[src/rtl/updi_arb_pkg.sv]
// Shared types and helpers for the UPDI TX arbiter.
// Holds the FSM state encoding and the round-robin pointer step.
package updi_arb_pkg;

  typedef enum logic [1:0] {
    IDLE,
    POP,
    LOAD,
    SEND
  } arb_state_t;

  function automatic int rr_next(input int ptr, input int n);
    return (ptr >= n - 1) ? 0 : ptr + 1;
  endfunction

endpackage

[src/rtl/updi_tx_arbiter_rr_pick.sv]
// Rotating-priority picker for the UPDI TX arbiter.
// Returns the first requester at or after ptr, wrapping modulo N.
module rr_pick #(
  parameter  int N  = 2,
  localparam int IW = (N > 1) ? $clog2(N) : 1
) (
  input  logic [N-1:0]  req,
  input  logic [IW-1:0] ptr,
  output logic          found,
  output logic [IW-1:0] idx,
  output logic [N-1:0]  onehot
);

  // Scan from the highest offset down so the lowest offset from ptr wins
  always_comb begin
    int j;
    j      = 0;
    found  = 1'b0;
    idx    = '0;
    onehot = '0;
    for (int k = N - 1; k >= 0; k--) begin
      j = int'(ptr) + k;
      if (j >= N) j = j - N;
      if (req[j]) begin
        found = 1'b1;
        idx   = IW'(j);
      end
    end
    if (found) onehot[idx] = 1'b1;
  end

endmodule

[src/rtl/updi_tx_arbiter.sv]
// Frame-atomic round-robin arbiter draining source FIFOs into UPDI TX.
// Owner is held until its EOF byte; stalled frames abort after TIMEOUT.
module updi_tx_arbiter
  import updi_arb_pkg::*;
#(
  parameter int N_SRC   = 2,
  parameter int DATA_W  = 8,
  parameter int TIMEOUT = 255
) (
  input  logic                          clk,
  input  logic                          rst,
  input  logic [N_SRC-1:0]              src_empty,
  output logic [N_SRC-1:0]              src_rd_en,
  input  logic [N_SRC*(DATA_W+1)-1:0]   src_data,
  output logic [DATA_W-1:0]             tx_data,
  output logic                          tx_last,
  output logic                          tx_valid,
  input  logic                          tx_ready,
  output logic [N_SRC-1:0]              grant,
  output logic                          busy,
  output logic                          timeout_err
);

  localparam int IW = $clog2(N_SRC);
  localparam int CW = $clog2(TIMEOUT + 1);

  arb_state_t        state_q, state_d;
  logic [N_SRC-1:0]  grant_q, grant_d;
  logic [IW-1:0]     gidx_q, gidx_d;
  logic [IW-1:0]     rr_q, rr_d;
  logic [CW-1:0]     stall_q, stall_d;
  logic [DATA_W-1:0] txd_q, txd_d;
  logic              txl_q, txl_d;
  logic              txv_q, txv_d;
  logic              terr_q, terr_d;

  logic [N_SRC-1:0]  req;
  logic              pick_found;
  logic [IW-1:0]     pick_idx;
  logic [N_SRC-1:0]  pick_oh;
  logic [DATA_W:0]   word [N_SRC];

  for (genvar i = 0; i < N_SRC; i++) begin : g_word
    assign word[i] = src_data[i*(DATA_W+1) +: DATA_W+1];
  end

  assign req = ~src_empty;

  rr_pick #(
    .N(N_SRC)
  ) u_pick (
    .req   (req),
    .ptr   (rr_q),
    .found (pick_found),
    .idx   (pick_idx),
    .onehot(pick_oh)
  );

  // Next-state, pop strobe and TX register updates
  always_comb begin
    state_d   = state_q;
    grant_d   = grant_q;
    gidx_d    = gidx_q;
    rr_d      = rr_q;
    stall_d   = stall_q;
    txd_d     = txd_q;
    txl_d     = txl_q;
    txv_d     = txv_q;
    terr_d    = 1'b0;
    src_rd_en = '0;
    unique case (state_q)
      IDLE: begin
        if (pick_found) begin
          grant_d = pick_oh;
          gidx_d  = pick_idx;
          stall_d = '0;
          state_d = POP;
        end
      end
      POP: begin
        if (!src_empty[gidx_q]) begin
          src_rd_en = grant_q;
          stall_d   = '0;
          state_d   = LOAD;
        end else if (stall_q == CW'(TIMEOUT - 1)) begin
          terr_d  = 1'b1;
          grant_d = '0;
          rr_d    = IW'(rr_next(int'(gidx_q), N_SRC));
          state_d = IDLE;
        end else begin
          stall_d = stall_q + CW'(1);
        end
      end
      LOAD: begin
        txd_d   = word[gidx_q][DATA_W-1:0];
        txl_d   = word[gidx_q][DATA_W];
        txv_d   = 1'b1;
        state_d = SEND;
      end
      SEND: begin
        if (tx_ready) begin
          txv_d = 1'b0;
          if (txl_q) begin
            grant_d = '0;
            rr_d    = IW'(rr_next(int'(gidx_q), N_SRC));
            state_d = IDLE;
          end else begin
            state_d = POP;
          end
        end
      end
      default: state_d = IDLE;
    endcase
  end

  // State and datapath registers
  always_ff @(posedge clk or negedge rst) begin
    if (!rst) begin
      state_q <= IDLE;
      grant_q <= '0;
      gidx_q  <= '0;
      rr_q    <= '0;
      stall_q <= '0;
      txd_q   <= '0;
      txl_q   <= 1'b0;
      txv_q   <= 1'b0;
      terr_q  <= 1'b0;
    end else begin
      state_q <= state_d;
      grant_q <= grant_d;
      gidx_q  <= gidx_d;
      rr_q    <= rr_d;
      stall_q <= stall_d;
      txd_q   <= txd_d;
      txl_q   <= txl_d;
      txv_q   <= txv_d;
      terr_q  <= terr_d;
    end
  end

  assign tx_data     = txd_q;
  assign tx_last     = txl_q;
  assign tx_valid    = txv_q;
  assign grant       = grant_q;
  assign busy        = (state_q != IDLE);
  assign timeout_err = terr_q;

endmodule

[config.mk]
export PLATFORM = sky130hd
export DESIGN_NAME = updi_tx_arbiter
export DESIGN_NICKNAME = d
export VERILOG_FILES = /design/src/rtl/updi_arb_pkg.sv /design/src/rtl/updi_tx_arbiter_rr_pick.sv /design/src/rtl/updi_tx_arbiter.sv
export SDC_FILE = /design/constraint.sdc
export NUM_CORES = 1
export LEC_CHECK = 0
export ABC_AREA = 1
export CAP_MARGIN = 20
export CORE_ASPECT_RATIO = 0.75
export CORE_MARGIN = 5
export CORE_UTILIZATION = 48
export CTS_CLUSTER_DIAMETER = 200
export CTS_CLUSTER_SIZE = 16
export DETAILED_ROUTE_END_ITERATION = 8
export GPL_TIMING_DRIVEN = 0
export PLACE_DENSITY = 0.82
export SETUP_SLACK_MARGIN = 0.15
export SLEW_MARGIN = 30
export SYNTH_ARGS = -nofsm -noshare
export SYNTH_HDL_FRONTEND = slang
export SYNTH_HIERARCHICAL = 1
export SYNTH_SLANG_ARGS = --single-unit
[constraint.sdc]
create_clock -name clk -period 1.8 [get_ports clk]
set_input_delay 0.36 -clock clk [delete_from_list [all_inputs] [get_ports clk]]
set_output_delay 0.36 -clock clk [all_outputs]
set_load 0.005 [all_outputs]
==> results of run 1 <==
==> power groups by stage <==
stage	combinational, uW	sequential [uW]	clock [uW]
floorplan	845	862	0
global placement	1350	861	0
detailed placement	1390	871	0
CTS	1610	846	339
global route	1930	871	365
finish	1750	848	335
==> cells in the mapped netlist <==
master	instances
nor2_4	1
dfrtp_1	25
or2_2	2
buf_4	1
o22ai_1	1
a21oi_1	4
inv_1	28
nand2_1	60
clkbuf_8	1
a211oi_1	1
nand2_2	2
o21bai_1	1
ha_1	7
o21ai_2	3
nand2_4	1
nand3_1	12
clkbuf_1	1
xor2_1	1
nor2_1	22
a31oi_1	8
nand4_1	5
o21bai_4	1
buf_6	1
buf_2	2
o21ai_0	9
==> how the worst max path moves through the flow <==
stage | from | end | cells after the start
after floorplan | flip-flop | stall_q[2] | 8
after detailed placement | src_empty[0] | src_rd_en[1] | 5
after CTS | state_q[0] | src_rd_en[0] | 6
after global routing | state_q[0] | src_rd_en[1] | 6
after global placement | src_empty[1] | src_rd_en[0] | 5
final | state_q[0] | src_rd_en[0] | 6
==> layer usage <==
| metal | up-vias | track usage, % | wire length, microns |
|---|---|---|---|
| li1 | 734 | - | - |
| met1 | 684 | 25.6 | 1770 |
| met2 | 46 | 31.3 | 1860 |
| met3 | 2 | 3.58 | 243 |
| met4 | 0 | 4.31 | 29 |
| met5 | - | 0 | 0 |
==> per-stage QoR <==
stage                     power, uW  TNS [ns]  instance area, sq um  utilization (%)
after floorplan                1710         0                  1500                -
after global placement         2210    -0.596                  1930             64.8
after detailed placement       2260    -0.862                  1920             64.6
after CTS                      2800         0                  2060             69.3
after global routing           3170         0                  2110             70.8
final                          2930         0                  2110             70.8
==> worst reg2reg max path, cell delays in order, from the launching register on <==
cell and delay (ns):
dfrtp_1 0.40, buf_6 0.13, ha_4 0.15, buf_8 0.12, buf_4 0.16, o21ai_4 0.16
o21bai_4 0.17, buf_6 0.15, nand2_1 0.06, o21ai_2 0.06
==> final cells by class <==
| type | count | share of cell area [%] |
|---|---|---|
| multi-input combinational | 141 | 37.6 |
| inverter | 28 | 5.22 |
| sequential | 25 | 29.7 |
| timing repair buffer | 47 | 20.7 |
| clock buffer | 3 | 1.96 |
| buffer | 6 | 2.37 |
| clock inverter | 1 | 0.237 |
| tap | 38 | 2.26 |
==> cell families (layout without fill, tap and decap cells) <==
group                      Yosys count  after routing
xor gates and xnor gates             1              1
buffers and inverters               34             85
adders and majority gates            7              7
DFF                                 25             25
and+or+nand+nor                    105            105
AOI/OAI and AO/OA                   28             28
==> sequential cells by signal, summed over array words and instances (netlist names), named ones only <==
| signal | count |
|---|---|
| gidx_q | 1 |
| rr_q | 1 |
| grant | 2 |
| tx_valid | 1 |
| timeout_err | 1 |
| state_q | 1 |
| tx_data | 8 |
| stall_q | 8 |
| tx_last | 1 |
==> repair_timing <==
item                                    4_1_cts  5_1_grt
hold buffers                                  0        0
endpoints found under the setup margin       10       15
setup buffers                                 7        1
gates cloned                                  0        1
resized for setup                            23       19
pin swaps                                     4        3
==> results.md, run 1 <==
* Fillcell total at between 200 and 250
* Worst setup SP type: flip-flop
* Compound-Gate Fraction of Synth Area at between 10% and 20%
* Mux share of post-synthesis cell area at 0%
* Most frequent cells in the layout: nand2_1 (58), clkdlybuf4s50_1 (34), inv_1 (25), dfrtp_1 (25), nor2_1 (18)
* H-tree levels at 1
* Crit path time final at 1.67 ns
* PwrDens at 1390 nW/um^2
* Clock power share at 11.5%
* Leakage at roughly 0.0010 uW
* CTS Root Cell: clkbuf_8
* Syn avg cell area at around 7.5 sq um
* Commonest non-fill, non-tap cell in the layout: nand2_1
* Peak Freq at 597 MHz
* Vias in the first global route at 1345
* Net Sw Frac at between 40% and 50%
* Critical Path End Type: output port
* Sequence of cells on the critical path: buf_6 > ha_4 > buf_8 > nand3_4 > nor2_2 > buf_2
* Core Rows at 17
* Crit path largest cell delay at approximately 0.4 ns
* # DRC at 0
* # port buffers at 38
* Die W at 74.6 microns
* Biggest area consumer among synthesized cells: dfrtp_1
* Final period util at between 90 and 100%
* GPL Wtd Cong at between 0.8 and 0.9
* Reg2reg end: stall_q[2]
* Initial antenna violation count at 0
* Die area at 4360 sq um
* Die Y at 58.4 microns
* Slew at the pin closest to its max-slew limit at 0.558 ns
* First-pass GRT wire length at 6350 microns
* Synth top area share at a little over two fifths
* Cts bufs inserted at 3
* TritonCTS Sinks at 25
* Footprint of the multi-input gates at between 700 and 800 sq um
* Dpl ws at -0.302 ns
* Status: complete, no violations
* Clock tree buffer depth at 2
* Layout cells sized above 1 at approximately 18%
* GR Util All Layers at 18.9%
* Clock transition at path regs at roughly 0.090 ns
* Layout Skew at 0.00224 ns
* Setup slack, reg-to-reg at 0.17 ns
* WP data arrival at ~1.3 ns
* Post-Synth Adder-Cell Area at 5.83%
* Post-DP HPWL at 2770 microns
* Starting density of the core at 50.4%
* Syn Inst Count at 200
* CTS tree: done
* CORE AREA at around 3000 sq um
* Slowest cell on the critical path: dfrtp_1
* Final std cells w/o fill at 289
* Register area share after synthesis at between 40% and 50%
* CP Buf/Inv Count at 3
* Synth warnings at 6
* Unique masters post-synth at 25
* Simple-gate portion of the synthesized area at 29.8%
* Worst-Skew Late Latency at 0.27 ns
* Sw power at 1200 uW
* Placed Instances at 276
* Power Internal at between 1500 and 2000 uW
* Endpoints failing setup at 0
* Seq pwr share at 28.9%
* 1st-iter DRT viols at 138
* First-pass DRT Iterations at 4
* Register Area at 626 sq um
* Total Wirelength at 3910 microns
* CP delay by family, top: flip-flops
* Combinational group share of total power at about 60%
* Remaining Overflow, GRT at 0
* Antenna diodes at 0
* Ports at 39
* Worst R2R Path Depth at 9
* #FFs+latches synth at 25
* Wire per inst at 13.5 microns
* FF-to-FF Start: state_q[0]
* DR vias/cell at roughly 5
* Cell Area, Synth at approximately 1500 sq um
* Setup WS post-layout at 0.126 ns
* Synth Area in XOR/XNOR at 0.583%
* Area grow syn2layout at 40.4%
* WP data required at approximately 1.4 ns
* Worst hold path type: primary input to async pin
* Peak supply drop at 0.000749 V
* Worst-path maximum fanout at 3
* Max Cap Viol at 0
* Max-slew violation count at 0
* Hold slack at about 0.07 ns
* Largest net degree at the start of global routing at 26
* Top post-synthesis cells by area: dfrtp_1 (42%), nand2_1 (15%), inv_1 (7.0%), ha_1 (5.8%), nor2_1 (5.5%)
* Post-layout net count at 282
* Critical path class: flip-flop to output port
* DRT antenna net count at 0
* Vias at 1466
* Syn Nets at 230
* Final hold violation count at 0
* Rel. slew slack at 62.8%
* RSZ-0062 raised after global routing: yes
* Combinational family with the most area after synthesis: simple AND/OR/NAND/NOR gates
No activity file was read; power rests on OpenSTA's default activity.
==> run 2, diff against run 1 <==
--- a/config.mk
+++ b/config.mk
@@ -14,6 +14,7 @@
 export CTS_CLUSTER_SIZE = 16
 export DETAILED_ROUTE_END_ITERATION = 8
 export GPL_TIMING_DRIVEN = 0
+export MAX_ROUTING_LAYER = met4
 export PLACE_DENSITY = 0.82
 export SETUP_SLACK_MARGIN = 0.15
 export SLEW_MARGIN = 30
==> run 2 against run 1 <==
  * Maximum frequency down 0.26%
  * Clock-buffer cell count unchanged
  * Non-clock buffer count unchanged
  * Flip-flop and latch count unchanged
  * Register-to-register slack about the same
  * Clock skew about the same
  * Hold slack worse by 0.0046 ns
  * Critical path type unchanged
  * Critical endpoint unchanged
==> results.md, run 2 (synthesis results as in run 1) <==
* Clock power share at 11.5%
* First-pass DRT Iterations at 5
* Max-slew violation count at 0
* WP data arrival at 1.32 ns
* Leakage at 0.00105 uW
* Sw power at 1210 uW
* Peak Freq at 596 MHz
* DRT antenna net count at 0
* Power Internal at 1730 uW
* Die W at 74.6 microns
* Worst-path maximum fanout at 3
* Largest net degree at the start of global routing at 26
* DRT met1 WL at 1830 microns
* Wire length on met2 at 1870 microns
* Worst hold path type: primary input to async pin
* DR vias/cell at roughly 5.0
* Layout cells sized above 1 at a little under a fifth
* Ports at 39
* Peak supply drop at 0.000751 V
* Worst R2R Path Depth at 9
* Die Y at roughly 58 microns
* Final period util at 93.2%
* Net Sw Frac at between 40% and 50%
* PwrDens at around 1400 nW/um^2
* Final hold violation count at 0
* TritonCTS Sinks at 25
* Vias at 1456
* Starting density of the core at 50.4%
* Remaining Overflow, GRT at 0
* First-pass GRT wire length at 6360 microns
* GPL Wtd Cong at roughly 0.84
* Most frequent cells in the layout: nand2_1 (58), clkdlybuf4s50_1 (34), inv_1 (25), dfrtp_1 (25), nor2_1 (18)
* Post-DP HPWL at 2770 microns
* Total Wirelength at 3900 microns
* Critical Path End Type: output port
* Setup WS post-layout at 0.122 ns
* Hold slack at 0.0651 ns
* Clock transition at path regs at 0.09 ns
* Slew at the pin closest to its max-slew limit at between 0.5 and 0.6 ns
* Sequence of cells on the critical path: buf_6 > ha_4 > buf_8 > nand3_4 > nor2_2 > buf_2
* Slowest cell on the critical path: dfrtp_1
* Area grow syn2layout at 40.4%
* Placed Instances at around 280
* RSZ-0062 raised after global routing: yes
* Wire per inst at 13.5 microns
* CTS hold repair buffers at 0
* Seq pwr share at 28.9%
* CORE AREA at 2980 sq um
* Commonest non-fill, non-tap cell in the layout: nand2_1
* DR WL met3 at 168 microns
* CTS Root Cell: clkbuf_8
* Rel. slew slack at a little over three fifths
* Crit path time final at 1.68 ns
* WP data required at about 1.4 ns
* Post-layout net count at ~280
* Critical path class: flip-flop to output port
* Dpl ws at -0.302 ns
* Status: complete, no violations
* Vias in the first global route at 1344
* Final core utilization at between 70% and 80%
* Final std cells w/o fill at 289
* Combinational group share of total power at 59.5%
* GR Util All Layers at 19.5%
* Crit path largest cell delay at 0.40 ns
* Setup slack, reg-to-reg at 0.17 ns
* CP Capture Point: src_rd_en[0]
* CTS tree: done
* # DRC at 0
* Layout Skew at about 0.0018 ns
* # port buffers at 38
* CP Launch Point: state_q[0]
* H-tree levels at 1
* Core Rows at 17
* Clock tree buffer depth at 2
* FF-to-FF Start: state_q[0]
* Reg2reg end: stall_q[2]
* Endpoints failing setup at 0
* Worst-Skew Late Latency at 0.27 ns
* Antenna diodes at 0
* 1st-iter DRT viols at 150
* Max Cap Viol at 0
* Total chip power at 2940 uW
* DR top layer: met4
* Initial antenna violation count at 0
* Die area at 4360 sq um
* Cts bufs inserted at 3
* Worst setup SP type: flip-flop
run 2: cell counts in the layout (fill, tap and decap cells not counted):
Identical to the previous run, type by type.
run 2: final cells by class:
cell class / count / area, sq um
clock buffer: 3 / 41.3
sequential: 25 / 626
tap: 38 / 47.5
timing repair buffer: 47 / 435
clock inverter: 1 / 5.00
buffer: 6 / 50.0
inverter: 28 / 110
fill: 224 / 870
multi-input combinational: 141 / 793
run 2: worst min-delay path by stage:
stage               cells after the start  slack, ns    endpoint
CTS                                     1       0.09  tx_data[3]
finish                                  1       0.07  tx_data[3]
global placement                        2       0.49    tx_valid
detailed placement                      1       0.39  tx_data[3]
floorplan                               0       0.06   async pin
global route                            1       0.12  tx_data[3]
run 2: critical path, delay by kind of cell, from the launching register on:
| family | cells | cell delay, ns |
|---|---|---|
| DFF | 1 | 0.40 |
| buffers and inverters | 3 | 0.36 |
| adders and majority gates | 1 | 0.15 |
| and+or+nand+nor | 2 | 0.13 |
run 2: what timing repair did:
action / in CTS / in global routing
gates cloned: 0 / 1
setup endpoints to repair: 10 / 15
pin swaps: 4 / 3
setup buffers: 7 / 1
gates resized for setup: 23 / 19
run 2: metal layers:
metal / vias up / track usage (%)
met5: - / -
met4: 0 / 4.31
met3: 2 / 3.24
met2: 38 / 31.3
met1: 681 / 25.9
li1: 735 / -
run 2: through the flow:
stage	setup TNS (ns)	area [sq um]
floorplan	0	1500
global placement	-0.596	1930
detailed placement	-0.862	1920
CTS	0	2060
global route	0	2110
finish	0	2110
run 2: power by group through the flow:
stage | combinational, uW | clock [uW] | sequential [uW]
2_1_floorplan | 845 | 0 | 862
3_3_place_gp | 1350 | 0 | 861
3_5_place_dp | 1390 | 0 | 871
4_1_cts | 1610 | 339 | 846
5_1_grt | 1930 | 367 | 871
6_report | 1750 | 339 | 848
==> run 3, diff against run 2 <==
--- a/config.mk
+++ b/config.mk
@@ -14,7 +14,6 @@
 export CTS_CLUSTER_SIZE = 16
 export DETAILED_ROUTE_END_ITERATION = 8
 export GPL_TIMING_DRIVEN = 0
-export MAX_ROUTING_LAYER = met4
 export PLACE_DENSITY = 0.82
 export SETUP_SLACK_MARGIN = 0.15
 export SLEW_MARGIN = 30
==> results of run 3 <==
The final DEF is identical to that of run 1; final timing and power are the same.
==> RTL edit 1: new RTL, config.mk and constraints of run 2 <==
Register the output `timeout_err` once more; this adds one clock of latency there. The other outputs are not delayed to match.
--- a/src/rtl/updi_tx_arbiter.sv
+++ b/src/rtl/updi_tx_arbiter.sv
@@ -143,7 +143,9 @@
   assign tx_valid    = txv_q;
   assign grant       = grant_q;
   assign busy        = (state_q != IDLE);
-  assign timeout_err = terr_q;
+  always_ff @(posedge clk) begin
+    timeout_err <= terr_q;
+  end
 
 endmodule
 
Function: no difference found for any inputs over 10 cycles, from zero or initial values and one cycle with rst low; that may be too few to reach the edited logic, so the function may still have changed.
==> RTL edit 1 against run 2 <==
Utilization rose by 1.9 points. Final area rose by 2.7%. Total power rose by 7.1%. Synthesized area rose by 0.17%. Sequential cell count rose by 1. Synthesized cell count rose by 0.50%. Setup slack improved by 0.0059 ns. Largest cell class unchanged. Critical path type unchanged. Worst hold slack got worse by 0.00077 ns. Clock skew rose by 0.0042 ns. Routed wire length rose by 1.8%.
==> RTL edit 1: results (changes against run 2) <==
** Status
- The flow ran to the end, and the final reports show no timing, DRC or antenna violations.

** Global route
- Met2 Usage GRT :: 28.8% (-2.5 points)
- Global-route wire length before repair :: 6210 µm (-2.4%)
- The global routing usage summed across all routing layers came to 19.3% (-0.16 points).
- The met3 usage was 3.92% (+0.68 points).
- Via count of the first global-routing pass :: 1275 (-5.1%)

** Final layout
- The filler cell count came to 216 (-3.6%).
- Non-clock buffer count in the final layout :: 54 (+1.9%)
- Count of inverters other than clock inverters in the layout :: 27 (-3.6%)
- Layout cells sized above 1 :: 16.6% (-1.7 points)
- The sequential standard cell area came to 646 µm² (+3.2%).
- The number of nets in the layout is 284 (+0.71%).
- Area occupied by multi-input gates :: 800 µm² (+0.79%)
- Area growth from synthesis to layout :: 43.9%

** Detailed routing
- The met3 routed wirelength is 212 µm (+26%).
- The met1 wire length came to 1790 µm (-2.5%).
- The met2 wire length is 1900 µm (+1.4%).
- Number of iterations in the first detailed-routing pass :: 4 (-1)
- Initial detailed-routing violation count :: 96 (-36%)
- Detailed-route wire length :: 3970 µm (+1.8%)
- The number of vias in the routed layout is 1464 (+0.55%).

** Timing
- Worst Tran Pin Value :: 0.565 ns (+0.0130 ns)
- Worst clock skew :: 0.00601 ns (+0.00417 ns)

** Pwr
- The net switching component of the power was 1.24 mW (+2.5%).
- Seq power :: 875 µW (+3.2%)
- The relative contribution of combinational cells to total power is 56.6% (-2.9 points).
- The worst voltage drop across the vdd grid was 0.922 mV (+23%).
- The power per unit of standard cell area was 1450 nW/µm² (+4.3%).

** Synthesis
- In the post-synthesis netlist, the biggest area contributors are sky130_fd_sc_hd__dfrtp_1 42%, sky130_fd_sc_hd__nand2_1 16%, sky130_fd_sc_hd__inv_1 6.2%.
- Synthesized net count :: 231 (+0.43%)
- Ranked by instance count, the synthesized netlist is headed by 65 x sky130_fd_sc_hd__nand2_1, 25 x sky130_fd_sc_hd__dfrtp_1, 25 x sky130_fd_sc_hd__inv_1, 21 x sky130_fd_sc_hd__nor2_1, 9 x sky130_fd_sc_hd__o21ai_1.
- Seq/Total Area, Yosys :: 42.9% (+1.3 points)
- Area share of the largest cell type after synthesis :: 41.6% (-0.069 points)
- Adder-cell share of the synthesized area :: 5.82% (-0.0097 points)
RTL edit 1: cell types whose count changed after synthesis, moves of 3 or more:
cell | before | now
sky130_fd_sc_hd__inv_1 | 28 | 25
sky130_fd_sc_hd__o21ai_2 | 3 | 0
sky130_fd_sc_hd__o21ai_1 | 0 | 9
sky130_fd_sc_hd__nand3_1 | 12 | 8
sky130_fd_sc_hd__nand2_1 | 60 | 65
sky130_fd_sc_hd__o21ai_0 | 9 | 3
RTL edit 1: path summary, 6_finish.rpt:
path,startpoint,end,slack [ns],cells past startpoint
max in group asynchronous,rst,stall_q[0]$_DFFE_PN0P_,1.36,1
worst max register to register,state_q[0]$_DFFE_PN0P_,stall_q[2]$_DFFE_PN0P_,0.17,9
worst min register to register,terr_q$_DFF_PN0_,timeout_err$_DFF_P_,0.36,0
worst max-delay path,state_q[0]$_DFFE_PN0P_,src_rd_en[0],0.13,6
min in group clk,terr_q$_DFF_PN0_,timeout_err$_DFF_P_,0.36,0
worst min-delay path,rst,tx_last$_DFFE_PN0P_,0.06,1
==> RTL edit 2: new RTL, settings of run 2 <==
Without the edit above. `TIMEOUT`: 255 -> 510.
--- a/src/rtl/updi_tx_arbiter.sv
+++ b/src/rtl/updi_tx_arbiter.sv
@@ -5,7 +5,7 @@
 #(
   parameter int N_SRC   = 2,
   parameter int DATA_W  = 8,
-  parameter int TIMEOUT = 255
+  parameter int TIMEOUT = 510
 ) (
   input  logic                          clk,
   input  logic                          rst,
Formal check against the unedited RTL: no difference found for any inputs over 10 cycles, from zero or initial values and one cycle with rst low; that may be too few to reach the edited logic, so the function may still have changed.
==> RTL edit 2 against run 2 <==
Synthesized area increased by 6.6%. Final area grew 9.2%. Setup slack got worse by 0.053 ns. Total power up 14%. Routed wire length up 22%. Sequential cell count grew 1. Register-to-register slack got worse by 0.03 ns. Largest power group unchanged. Critical path depth is the same. First-iteration DRC count up 49%. Largest cell class unchanged. Critical path type unchanged.
==> RTL edit 2: results (changes against run 2) <==
** Synthesis
- Per-instance average area after synthesis :: 7.31 µm² (-2.7%)
- For this run, the leading register cell type out of synthesis is sky130_fd_sc_hd__dfrtp_1.
- The proportion of synthesized chip area in sequential cells is 40.7% (-1.0 points).
- Cell types with the highest counts after synthesis :: 69 x sky130_fd_sc_hd__nand2_1, 28 x sky130_fd_sc_hd__inv_1, 26 x sky130_fd_sc_hd__dfrtp_1, 24 x sky130_fd_sc_hd__nor2_1, 12 x sky130_fd_sc_hd__nand3_1
- Synthesized net count :: 249 (+8.3%)
- Largest cells by area after synthesis :: sky130_fd_sc_hd__dfrtp_1 41%, sky130_fd_sc_hd__nand2_1 16%, sky130_fd_sc_hd__inv_1 6.6%

** Setup path
- The critical path data arrival time was 1.37 ns (+0.05 ns).
- The depth of the worst register-to-register path came to 10 (+1).
- Reg-to-reg critical path endpoint :: stall_q[6]$_DFFE_PN0P_
- Setup slack of the worst register-to-register path :: 0.14 ns (-0.03 ns)
- Crit path largest cell delay :: 0.43 ns (+0.03 ns)
- Cell at the slowest stage of the critical path :: sky130_fd_sc_hd__dfrtp_2

** Timing
- The relative max-transition margin was 59.2% (-4.0 points).
- The minimum clock period after layout was 1.73 ns (+0.0532 ns).
- The setup skew after layout came to 0.0154 ns (+0.0135 ns).
- Tightest hold margin :: 0.0706 ns (+0.00554 ns)

** Clocking
- Clock transition at path regs :: 0.10 ns
- Clock latency on the worst-skew pair :: 0.29 ns (+0.02 ns)
- Clock Tree Root :: sky130_fd_sc_hd__clkbuf_8

** Detailed routing
- Detailed-route wire length :: 4770 µm (+22%)
- The ratio of routed vias to standard cells was 5.50 (+9.1%).
- The met3 routed wirelength came to 297 µm (+77%).
- Met2 routed WL :: 2270 µm (+21%)
- The met1 wire length was 2070 µm (+13%).
- The DRC violation total after the first TritonRoute iteration came to 224 (+49%).

** Placed design
- The HPWL after detailed placement was 3020 µm (+8.7%).
- Number of port buffers :: 38 (unchanged)
- Area after DPL :: 2030 µm² (+5.3%)
- Pre-CTS WS :: -0.358 ns (-0.0564 ns)
- Final weighted congestion of routability-driven global placement :: 0.899 (+6.7%)
- The number of placed instances with taps included is 297 (+7.6%).

** Global route
- Antenna violations before repair :: 0 (unchanged)
- The pin count of the biggest net entering global routing came to 27 (+3.8%).
- Global-route wire length before repair :: 7800 µm (+23%)
- Via count of the first global-routing pass :: 1629 (+21%)
- The global routing usage summed across all routing layers is 22.1% (+2.6 points).

** Final layout
- The non-filler instance count after layout came to 312 (+8.0%).
- The fraction of layout instances using a drive strength above 1 was 21.3% (+3.0 points).

** Pwr
- The worst voltage drop across the vdd grid is 1.10 mV (+46%).
- Cell leakage power :: 1.07 nW (+2.4%)

** Status
- The flow ran to the end, and the final reports show no timing, DRC or antenna violations.
[RTL edit 2: cell count changes after synthesis, sizes merged]
cell,before,now
dfrtp,25,26
o21ai,12,14
nand2,63,74
o21bai,2,3
nor2,23,26
a21oi,4,5
o211ai,0,1
a211oi,1,0
or2,2,1
nand3b,0,1
[RTL edit 2: cell families (layout without fill, tap and decap cells)]
family	count (synthesis)	in the layout	synth area share (%)
fa+ha+maj	7	7	5.47
buf+inv	34	87	9.07
xor+xnor	1	1	0.547
flops	26	26	40.7
compound gates	32	32	12.5
simple gates	119	119	31.7
[RTL edit 2: final cells by class]
class / instances / area [µm²]
Sequential cell: 26 / 652
Tap cell: 40 / 50.0
Multi-Input combinational cell: 159 / 903
Clock buffer: 3 / 41.3
Inverter: 28 / 113
Timing Repair Buffer: 49 / 460
Clock inverter: 1 / 30.0
Buffer: 6 / 52.6
Fill cell: 248 / 941
[RTL edit 2: worst max-delay path: cells and delay by family (launching register included)]
| kind | cells | cell delay, ns |
|---|---|---|
| simple gates | 2 | 0.14 |
| buf+inv | 3 | 0.37 |
| flops | 1 | 0.43 |
| fa+ha+maj | 1 | 0.15 |
[RTL edit 2: timing repair]
| action | CTS | global route |
|---|---|---|
| setup endpoints to repair | 23 | 17 |
| pin swaps | 1 | 4 |
| setup buffers | 8 | 2 |
| cloned | 1 | 0 |
| gates resized for setup | 32 | 26 |
[RTL edit 2: layer usage]
layer | GRT usage, % | up-vias
li1 | - | 805
met2 | 37.1 | 69
met3 | 4.22 | 16
met5 | - | -
met4 | 7.73 | 0
met1 | 27.1 | 825
[RTL edit 2: power breakdown]
part	switching (mW)	internal (mW)	leakage, nW	total (mW)
Combinational	1.08	0.891	0.714	1.97
Clock	0.205	0.299	0.0357	0.504
Sequential	0.119	0.761	0.321	0.881
